## config.mk

```make
export PLATFORM = sky130hd
export DESIGN_NAME = vga_timing_gen
export DESIGN_NICKNAME = d
export VERILOG_FILES = /design/src/rtl/vga_timing_gen.sv
export SDC_FILE = /design/constraint.sdc
export NUM_CORES = 1
export LEC_CHECK = 0
export CORE_MARGIN = 2
export CORE_UTILIZATION = 49
export CTS_BUF_LIST = sky130_fd_sc_hd__clkbuf_4
export CTS_CLUSTER_SIZE = 10
export DETAILED_ROUTE_END_ITERATION = 7
export PLACE_DENSITY = 0.89
export REMOVE_ABC_BUFFERS = 1
export SLEW_MARGIN = 0
export SYNTH_ARGS = -nofsm -noshare
export SYNTH_HDL_FRONTEND = slang
export SYNTH_SLANG_ARGS = --single-unit
export TNS_END_PERCENT = 20
```

## constraint.sdc

```tcl
create_clock -name clk -period 2.95 [get_ports clk]
set_input_delay 0.59 -clock clk [delete_from_list [all_inputs] [get_ports clk]]
set_output_delay 0.59 -clock clk [all_outputs]
set_load 0.01 [all_outputs]
```

## src/rtl/vga_timing_gen.sv

```systemverilog
// VGA raster generator: pixel-rate divider, horizontal/vertical counters and a
// registered colour/sync/blank output stage that trails x/y by one pixel.
module vga_timing_gen #(
    parameter int CLK_DIV  = 2,
    parameter int H_ACTIVE = 640,
    parameter int H_FP     = 16,
    parameter int H_SYNC   = 96,
    parameter int H_BP     = 48,
    parameter int V_ACTIVE = 480,
    parameter int V_FP     = 10,
    parameter int V_SYNC   = 2,
    parameter int V_BP     = 33
) (
    input  logic       clk,
    input  logic       rst_n,
    output logic [9:0] x,
    output logic [9:0] y,
    input  logic [7:0] R_in,
    input  logic [7:0] G_in,
    input  logic [7:0] B_in,
    output logic [7:0] vga_R,
    output logic [7:0] vga_G,
    output logic [7:0] vga_B,
    output logic       vga_hs,
    output logic       vga_vs,
    output logic       vga_blank_n,
    output logic       vga_sync_n,
    output logic       vga_clk,
    output logic       frame_tick
);
    localparam int H_TOTAL = H_ACTIVE + H_FP + H_SYNC + H_BP;
    localparam int V_TOTAL = V_ACTIVE + V_FP + V_SYNC + V_BP;
    localparam int DW      = $clog2(CLK_DIV);

    localparam logic [DW-1:0] D_LAST   = DW'(CLK_DIV - 1);
    localparam logic [DW-1:0] D_HALF   = DW'(CLK_DIV / 2);
    localparam logic [9:0]    H_LAST   = 10'(H_TOTAL - 1);
    localparam logic [9:0]    V_LAST   = 10'(V_TOTAL - 1);
    localparam logic [9:0]    H_ACT    = 10'(H_ACTIVE);
    localparam logic [9:0]    V_ACT    = 10'(V_ACTIVE);
    localparam logic [9:0]    HS_FIRST = 10'(H_ACTIVE + H_FP);
    localparam logic [9:0]    HS_LAST  = 10'(H_ACTIVE + H_FP + H_SYNC - 1);
    localparam logic [9:0]    VS_FIRST = 10'(V_ACTIVE + V_FP);
    localparam logic [9:0]    VS_LAST  = 10'(V_ACTIVE + V_FP + V_SYNC - 1);

    logic [DW-1:0] d_reg, d_next;
    logic [9:0]    h_reg, h_next;
    logic [9:0]    v_reg, v_next;
    logic          pe, active, hs_act, vs_act, frame_end;
    logic [23:0]   rgb_in, rgb_gated, rgb_reg;
    logic          hs_reg, vs_reg, blank_n_reg, vga_clk_reg, frame_tick_reg;

    always_comb begin
        pe     = (d_reg == D_LAST);
        d_next = pe ? '0 : d_reg + DW'(1);
        h_next = h_reg;
        v_next = v_reg;
        if (pe) begin
            if (h_reg == H_LAST) begin
                h_next = '0;
                v_next = (v_reg == V_LAST) ? '0 : v_reg + 10'd1;
            end else begin
                h_next = h_reg + 10'd1;
            end
        end
        active    = (h_reg < H_ACT) && (v_reg < V_ACT);
        hs_act    = (h_reg >= HS_FIRST) && (h_reg <= HS_LAST);
        vs_act    = (v_reg >= VS_FIRST) && (v_reg <= VS_LAST);
        frame_end = pe && (h_reg == H_LAST) && (v_reg == V_LAST);
    end

    // Colour is forced to black outside the visible area, per channel.
    assign rgb_in = {R_in, G_in, B_in};
    generate
        for (genvar gi = 0; gi < 3; gi++) begin : g_chan
            assign rgb_gated[gi*8 +: 8] = active ? rgb_in[gi*8 +: 8] : 8'd0;
        end
    endgenerate

    always_ff @(posedge clk or negedge rst_n) begin
        if (!rst_n) begin
            d_reg          <= '0;
            h_reg          <= '0;
            v_reg          <= '0;
            vga_clk_reg    <= 1'b0;
            rgb_reg        <= '0;
            hs_reg         <= 1'b1;
            vs_reg         <= 1'b1;
            blank_n_reg    <= 1'b0;
            frame_tick_reg <= 1'b0;
        end else begin
            d_reg          <= d_next;
            h_reg          <= h_next;
            v_reg          <= v_next;
            // Tracks the divider phase so the DAC clock rises mid-pixel.
            vga_clk_reg    <= (d_next >= D_HALF);
            frame_tick_reg <= frame_end;
            if (pe) begin
                rgb_reg     <= rgb_gated;
                hs_reg      <= ~hs_act;
                vs_reg      <= ~vs_act;
                blank_n_reg <= active;
            end
        end
    end

    assign x           = h_reg;
    assign y           = v_reg;
    assign vga_R       = rgb_reg[23:16];
    assign vga_G       = rgb_reg[15:8];
    assign vga_B       = rgb_reg[7:0];
    assign vga_hs      = hs_reg;
    assign vga_vs      = vs_reg;
    assign vga_blank_n = blank_n_reg;
    assign vga_sync_n  = 1'b0;
    assign vga_clk     = vga_clk_reg;
    assign frame_tick  = frame_tick_reg;
endmodule

```

==> results.txt, run 1 <==
----------------------------------------------------
[Global routing]
  Remaining Overflow, GRT ... 0
  Antenna violations before repair ... 0
  First-pass GRT wire length ... around 8.4 mm
  Aggregate global-route resource usage ... 0.2212
  Vias in the first global route ... 1634
  Largest net degree at the start of global routing ... 50

[Clock network]
  Htree depth ... 2
  Post-CTS setup buffer count ... 0
  TritonCTS sink count ... 49
  Resized cells post-CTS ... 0
  CTS tree ... built
  Number of buffers on the longest clock path ... 2
  Root Driver ... clkbuf_4
  Clock-pin transition on the worst setup and hold timing paths ... between 0.1 and 0.15 ns
  Source-to-sink clock delay at the later pin of the worst-skew pair ... approximately 0.37 ns
  CTS Buf Count ... 5
  Total of hold buffers inserted after clock tree synthesis ... 0

[Worst setup path]
  Capturing element of the worst setup path ... vga_clk
  WP depth ... 1
  CP delay by family, top ... buffers and inverters
  Slowest stage cell, crit path ... clkdlybuf4s50_1
  Combined buffer and inverter count along the critical path ... 1
  Crit path largest cell delay ... 0.63 ns
  Slack of the worst reg-to-reg path ... slightly above 0.9 ns
  R2r worst-path depth ... 4
  Data arrival, critical path ... about 1.6 ns
  Cells traversed along the worst timing path ... clkdlybuf4s50_1
  Reg2Reg Capture Point ... rgb_reg[8]$_DFFE_PN0P_
  R2R Path Start ... y[5]$_DFFE_PN0P_
  CP Launch Point ... d_reg$_DFF_PN0_
  Setup CP Type ... reg -> out
  Critical Path End Type ... primary output
  CP required ... between 2 and 2.5 ns
  Worst-path maximum fanout ... 14
  Worst Setup Start Kind ... flip-flop

[Detailed routing]
  DRT Pass-1 Iters ... 4
  Vias per cell ... about 5.8
  Metal-1 WL ... between 2 and 2.5 mm
  Sum of met3 wire segment lengths after detailed routing ... between 200 and 300 um
  Initial drt markers ... 101
  Highest routed metal layer ... met4
  DRC violation count after routing ... 0
  Wire per inst ... 16.79 um
  Overall via count from detail_route ... ~1700
  DRT antenna net count ... 0
  Detailed-routed wire length on met2 ... around 2.5 mm
  Total wire length after detailed routing ... between 5 and 6 mm

[Logic synthesis]
  Top-area cell type share of the netlist area ... 0.5605
  Number of synthesized register bits ... 49
  Average footprint of a synthesized cell ... about 12 um2
  Library cell occupying the most area in the post-synthesis netlist ... dfrtp_1
  Top post-synthesis cells by area ... dfrtp_1 56%, a22o_1 10%, xnor2_1 3.3%, dfstp_2 2.5%, ha_1 2.4%
  Post-synthesis sequential area ratio ... 0.5856
  Distinct cell type count of the synthesized netlist ... 40
  Summed instance area of the synthesized netlist ... ~0.0021 mm2
  Warnings from Yosys ... 0
  Gate Count Post-Synth ... ~180

[STA]
  Period minus WS final ... between 2 and 2.5 ns
  Post-route clock skew ... 0.01269 ns
  Highest Clock Rate ... about 0.46 GHz
  Share of the clock period used by the worst path ... 0.7428
  Number of endpoints failing setup at the final stage ... 0
  Unrepaired setup endpoints after global routing ... no
  Hold violation count in the final report ... 0
  Remaining max-slew budget at the tightest pin ... 0.2909
  Worst Max-Slew Pin Slew ... 1.064 ns
  Count of pins over their slew limit ... 0
  Setup TNS ... 0 ns
  Setup slack of the critical path after layout ... between 0.7 and 0.8 ns

[Place]
  Gp weighted congestion ... roughly 0.85
  Number of input and output port buffers inserted ... 74
  Half-perimeter wire length after placement ... between 3 and 4 mm
  Pre-CTS setup slack ... between 0.9 and 1 ns

[Cells and area]
  Commonest non-fill, non-tap cells in the layout ... 73 x clkdlybuf4s50_1, 47 x dfrtp_1, 24 x a22o_1, 11 x nor2_1, 9 x nand3_1
  Most frequent standard cell in the layout excluding fill and tap cells ... clkdlybuf4s50_1
  Synthesis-to-finish area growth ... 38.76%
  Max reg flops ... 24
  Final design utilization ... 0.7175
  Total number of nets in the final design ... between 200 and 300
  Inserted Diodes ... 0
  Ratio of cells with drive above 1 in the final layout ... 0.07229

[Floorplan]
  Width of the chip ... 69.44 um
  Effective utilization at floorplan ... 0.5171
  Overall die height ... a little under 70 um
  I/O pin total ... 76
  Number of rows created at floorplan ... 23
  Core region area ... between 0.004 and 0.005 mm2
  Total Die Area ... around 0.0048 mm2

[Power]
  Power density normalized to cell area ... approximately 380 mW/mm2
  Largest voltage drop on the vdd net ... 0.2652 mV
  Net switching power ... between 200 and 300 uW
  Static leakage ... roughly 0.0013 uW
  Fraction of power spent switching nets ... 0.2386
  Register share of total power ... 0.628
  Overall power consumption ... ~1100 uW
  Logic pwr share ... 0.094
  Portion of total power attributed to the clock network ... 0.279
  Internal cell power ... 846.4 uW

[Hold path]
  Class of the most critical hold timing path ... in -> async

[Job]
  Count of maximum capacitance violations ... 0

[Status]
  Outcome ... complete, no violations

----------------------------------------------------
[routing by layer]
layer,global-route usage,vias to the layer above
met1,0.2901,845
met2,0.3397,72
li1,-,784
met4,0.1176,0
met3,0.05378,19
met5,0,-
[cells by family (layout without fill, tap and decap cells)]
group                    count (synthesis)  count (layout)  synth area share
adder cells (fa/ha/maj)                  4               4           0.02385
flip-flops                              49              49            0.5856
AND/OR/NAND/NOR                         57              57            0.1664
buffers and inverters                   13              87           0.02802
multiplexers                             1               1          0.004771
XOR/XNOR                                13              13           0.05426
other                                    1               1          0.001787
AO/OA/AOI/OAI                           37              37            0.1354
[power groups by stage]
stage,registers [uW],logic (uW),clock network (uW)
final,698,104,310
after global routing,701,112,354
after CTS,698,106,322
after detailed placement,710,106,0
after global placement,710,104,0
after floorplan,718,14.8,0
[Yosys cell counts (all sizes together)]
cell type	instances
mux2i	1
ha	4
and3	4
xnor2	8
or4	1
o21ai	7
inv	4
nor2	11
conb	1
or4b	2
clkbuf	5
dfstp	2
nor3b	1
nand2	7
xor2	5
buf	3
nor4b	2
nand3	10
a21oi	3
clkinv	1
and4b	1
and4	2
o311ai	1
nand4	6
nand4b	1
dfrtp	47
nor4	2
nor3	5
a21o	1
a22o	24
and2	2
o31ai	1
[final cells by class]
cell class                      instances  area [um2]
Sequential cell                        49        1229
Fill cell                             283        1146
Clock buffer                            5       37.54
Inverter                                5       18.77
Tap cell                               50       62.56
Timing Repair Buffer                   74       735.7
Clock inverter                          3       17.52
Multi-Input combinational cell        113       810.8
[worst min-delay path by stage]
stage          cells after the start                 endpoint
2_1_floorplan                      0          d_reg$_DFF_PN0_
3_3_place_gp                       1  vga_blank_n$_DFFE_PN0P_
3_5_place_dp                       1  vga_blank_n$_DFFE_PN0P_
4_1_cts                            1         x[6]$_DFFE_PN0P_
5_1_grt                            1         x[7]$_DFFE_PN0P_
6_report                           1         x[7]$_DFFE_PN0P_
[per-stage QoR]
stage                     instances  hold slack, ns  instance area [um2]
after floorplan                 167          0.2944                 2058
after global placement          291          0.4646                 2856
after detailed placement        291          0.4728                 2856
after CTS                       299          0.4174                 2912
after global routing            299          0.4597                 2912
final                           299          0.3916                 2912
No activity file was read; power rests on OpenSTA's default activity.
==> inputs of run 2 (changes only) <==
--- a/config.mk
+++ b/config.mk
@@ -6,11 +6,11 @@
 export NUM_CORES = 1
 export LEC_CHECK = 0
 export CORE_MARGIN = 2
-export CORE_UTILIZATION = 49
+export CORE_UTILIZATION = 46
 export CTS_BUF_LIST = sky130_fd_sc_hd__clkbuf_4
 export CTS_CLUSTER_SIZE = 10
 export DETAILED_ROUTE_END_ITERATION = 7
-export PLACE_DENSITY = 0.89
+export PLACE_DENSITY = 0.84
 export REMOVE_ABC_BUFFERS = 1
 export SLEW_MARGIN = 0
 export SYNTH_ARGS = -nofsm -noshare
==> constraint.sdc (replaced) <==
create_clock -name clk -period 2.3 [get_ports clk]
set_input_delay 0.46 -clock clk [delete_from_list [all_inputs] [get_ports clk]]
set_output_delay 0.46 -clock clk [all_outputs]
set_load 0.01 [all_outputs]
==> results.txt, run 2 (synthesis gave the netlist of run 1 again) <==
----------------------------------------------------
[Floorplan]
  Overall die height ... 71.54 um (+3.0%)
  Core region area ... 0.004384 mm2 (+8.0%)
  Width of the chip ... 71.54 um (+3.0%)
  Total Die Area ... 0.005118 mm2 (+6.1%)
  Effective utilization at floorplan ... 0.4786 (-0.03852)
  Number of rows created at floorplan ... 24 (+4.3%)
  I/O pin total ... 76 (unchanged)

[Global routing]
  Vias in the first global route ... 1627 (-0.43%)
  Antenna violations before repair ... 0 (unchanged)
  First-pass GRT wire length ... 7.610 mm (-9.5%)
  Aggregate global-route resource usage ... 0.1923 (-0.02892)
  Largest net degree at the start of global routing ... 27 (-46%)
  Remaining Overflow, GRT ... 0 (unchanged)

[Worst setup path]
  Combined buffer and inverter count along the critical path ... 1 (unchanged)
  Worst Setup Start Kind ... flip-flop
  CP required ... 1.84 ns (-0.52 ns)
  Worst-path maximum fanout ... 8 (-6)
  CP delay by family, top ... buffers and inverters
  Cells traversed along the worst timing path ... clkdlybuf4s50_1
  Setup CP Type ... reg -> out
  Slowest stage cell, crit path ... clkdlybuf4s50_1
  Critical Path End Type ... primary output
  Crit path largest cell delay ... 0.59 ns (-0.04 ns)
  Data arrival, critical path ... 1.48 ns (-0.12 ns)

[Detailed routing]
  Initial drt markers ... 102 (+0.99%)
  Highest routed metal layer ... met4
  Detailed-routed wire length on met2 ... 2.062 mm (-16%)
  Total wire length after detailed routing ... 4.615 mm (-8.0%)
  Sum of met3 wire segment lengths after detailed routing ... 440 um (+72%)
  Wire per inst ... 15.08 um (-10%)
  DRC violation count after routing ... 0 (unchanged)
  Overall via count from detail_route ... 1673 (-2.7%)
  Vias per cell ... 5.467 (-5.0%)
  DRT Pass-1 Iters ... 5 (+1)
  DRT antenna net count ... 0 (unchanged)
  Metal-1 WL ... 2.039 mm (-4.0%)

[Clock network]
  Root Driver ... clkbuf_4
  TritonCTS sink count ... 49 (unchanged)
  Post-CTS setup buffer count ... 0 (unchanged)
  Number of buffers on the longest clock path ... 2 (unchanged)
  CTS Buf Count ... 5 (unchanged)
  Clock-pin transition on the worst setup and hold timing paths ... 0.15 ns (about the same)
  Resized cells post-CTS ... 0 (unchanged)
  Htree depth ... 2 (unchanged)
  Source-to-sink clock delay at the later pin of the worst-skew pair ... 0.37 ns (about the same)
  Total of hold buffers inserted after clock tree synthesis ... 0 (unchanged)
  CTS tree ... built

[STA]
  Share of the clock period used by the worst path ... 0.8417
  Highest Clock Rate ... about 0.52 GHz
  Unrepaired setup endpoints after global routing ... no
  Period minus WS final ... 1.936 ns
  Number of endpoints failing setup at the final stage ... 0 (unchanged)
  Count of pins over their slew limit ... 0 (unchanged)
  Setup TNS ... 0 ns (unchanged)
  Post-route clock skew ... 0.01055 ns (-0.002142 ns)
  Remaining max-slew budget at the tightest pin ... 0.6604 (+0.3695)
  Hold violation count in the final report ... 0 (unchanged)
  Worst Max-Slew Pin Slew ... 0.5094 ns (-0.5543 ns)

[Cells and area]
  Ratio of cells with drive above 1 in the final layout ... 0.09449 (+0.02220)
  Most frequent standard cell in the layout excluding fill and tap cells ... clkdlybuf4s50_1
  Total number of nets in the final design ... 283 (+1.8%)
  Synthesis-to-finish area growth ... 40.67%
  Max reg flops ... 24 (unchanged)
  Area occupied by multi-input gates ... 810.8 um2 (unchanged)
  Filler cell count in the final layout ... 343 (+21%)
  Combined flip-flop and latch cell area ... 0.001229 mm2 (unchanged)
  Inserted Diodes ... 0 (unchanged)
  Commonest non-fill, non-tap cells in the layout ... 73 x clkdlybuf4s50_1, 47 x dfrtp_1, 24 x a22o_1, 11 x nor2_1, 9 x nand3_1

[Power]
  Power density normalized to cell area ... 483.4 mW/mm2 (+27%)
  Overall power consumption ... 1427 uW (+28%)
  Static leakage ... 0.001286 uW (+1.7%)
  Largest voltage drop on the vdd net ... 0.4863 mV (+83%)

[Job]
  Count of maximum capacitance violations ... 0 (unchanged)

[Status]
  Outcome ... complete, no violations

[Place]
  Gp weighted congestion ... 0.8869 (+4.4%)
  Half-perimeter wire length after placement ... 3.343 mm (-6.1%)
  Number of input and output port buffers inserted ... 74 (unchanged)

[Hold path]
  Class of the most critical hold timing path ... in -> async

----------------------------------------------------
==> run 2: cell count changes in the layout (fill, tap and decap cells not counted), sizes merged <==
cell,change
clkinvlp,+1
buf,+5
clkinv,-1
==> run 2: area by class of cell <==
class | instances | share of cell area
clock buffers | 5 | 0.01272
clock inverters | 3 | 0.005935
inverters | 5 | 0.006359
multi-input cells | 113 | 0.2747
flip-flops and latches | 49 | 0.4163
well taps | 52 | 0.02204
repair buffers | 79 | 0.2620
==> run 2: power by group <==
part	internal [uW]	switching (uW)	total [uW]
combinational	88.2	47.0	135
sequential	883	12.5	896
clock	116	280	396
==> run 2: worst paths after layout <==
kind                               startpoint  slack (ns)  cells past startpoint            endpoint
setup / recovery             x[5]$_DFFE_PN0P_        0.36                      1                x[5]
hold / removal                          rst_n        0.03                      1    x[4]$_DFFE_PN0P_
setup reg to reg             x[5]$_DFFE_PN0P_        0.41                      4    y[9]$_DFFE_PN0P_
hold reg to reg            vga_vs$_DFFE_PN1P_        0.50                      2  vga_vs$_DFFE_PN1P_
max in group asynchronous               rst_n        1.62                      2  vga_vs$_DFFE_PN1P_
min in group clk           vga_vs$_DFFE_PN1P_        0.50                      2  vga_vs$_DFFE_PN1P_
==> run 2: per-layer routing <==
layer | track usage | vias up
li1 | - | 798
met1 | 0.2491 | 801
met2 | 0.2963 | 69
met3 | 0.07454 | 5
met4 | 0.06918 | 0
met5 | 0 | -
==> run 2: metrics by stage <==
stage	hold slack [ns]	area [um2]	instances	util	setup slack, ns
after floorplan	0.1644	2058	167	-	0.5529
after global placement	0.4465	2897	298	0.6607	0.5138
after detailed placement	0.4657	2897	298	0.6607	0.4439
after CTS	0.04380	2952	306	0.6732	0.3577
after global routing	0.04500	2952	306	0.6732	0.2795
final	0.03072	2952	306	0.6732	0.3641
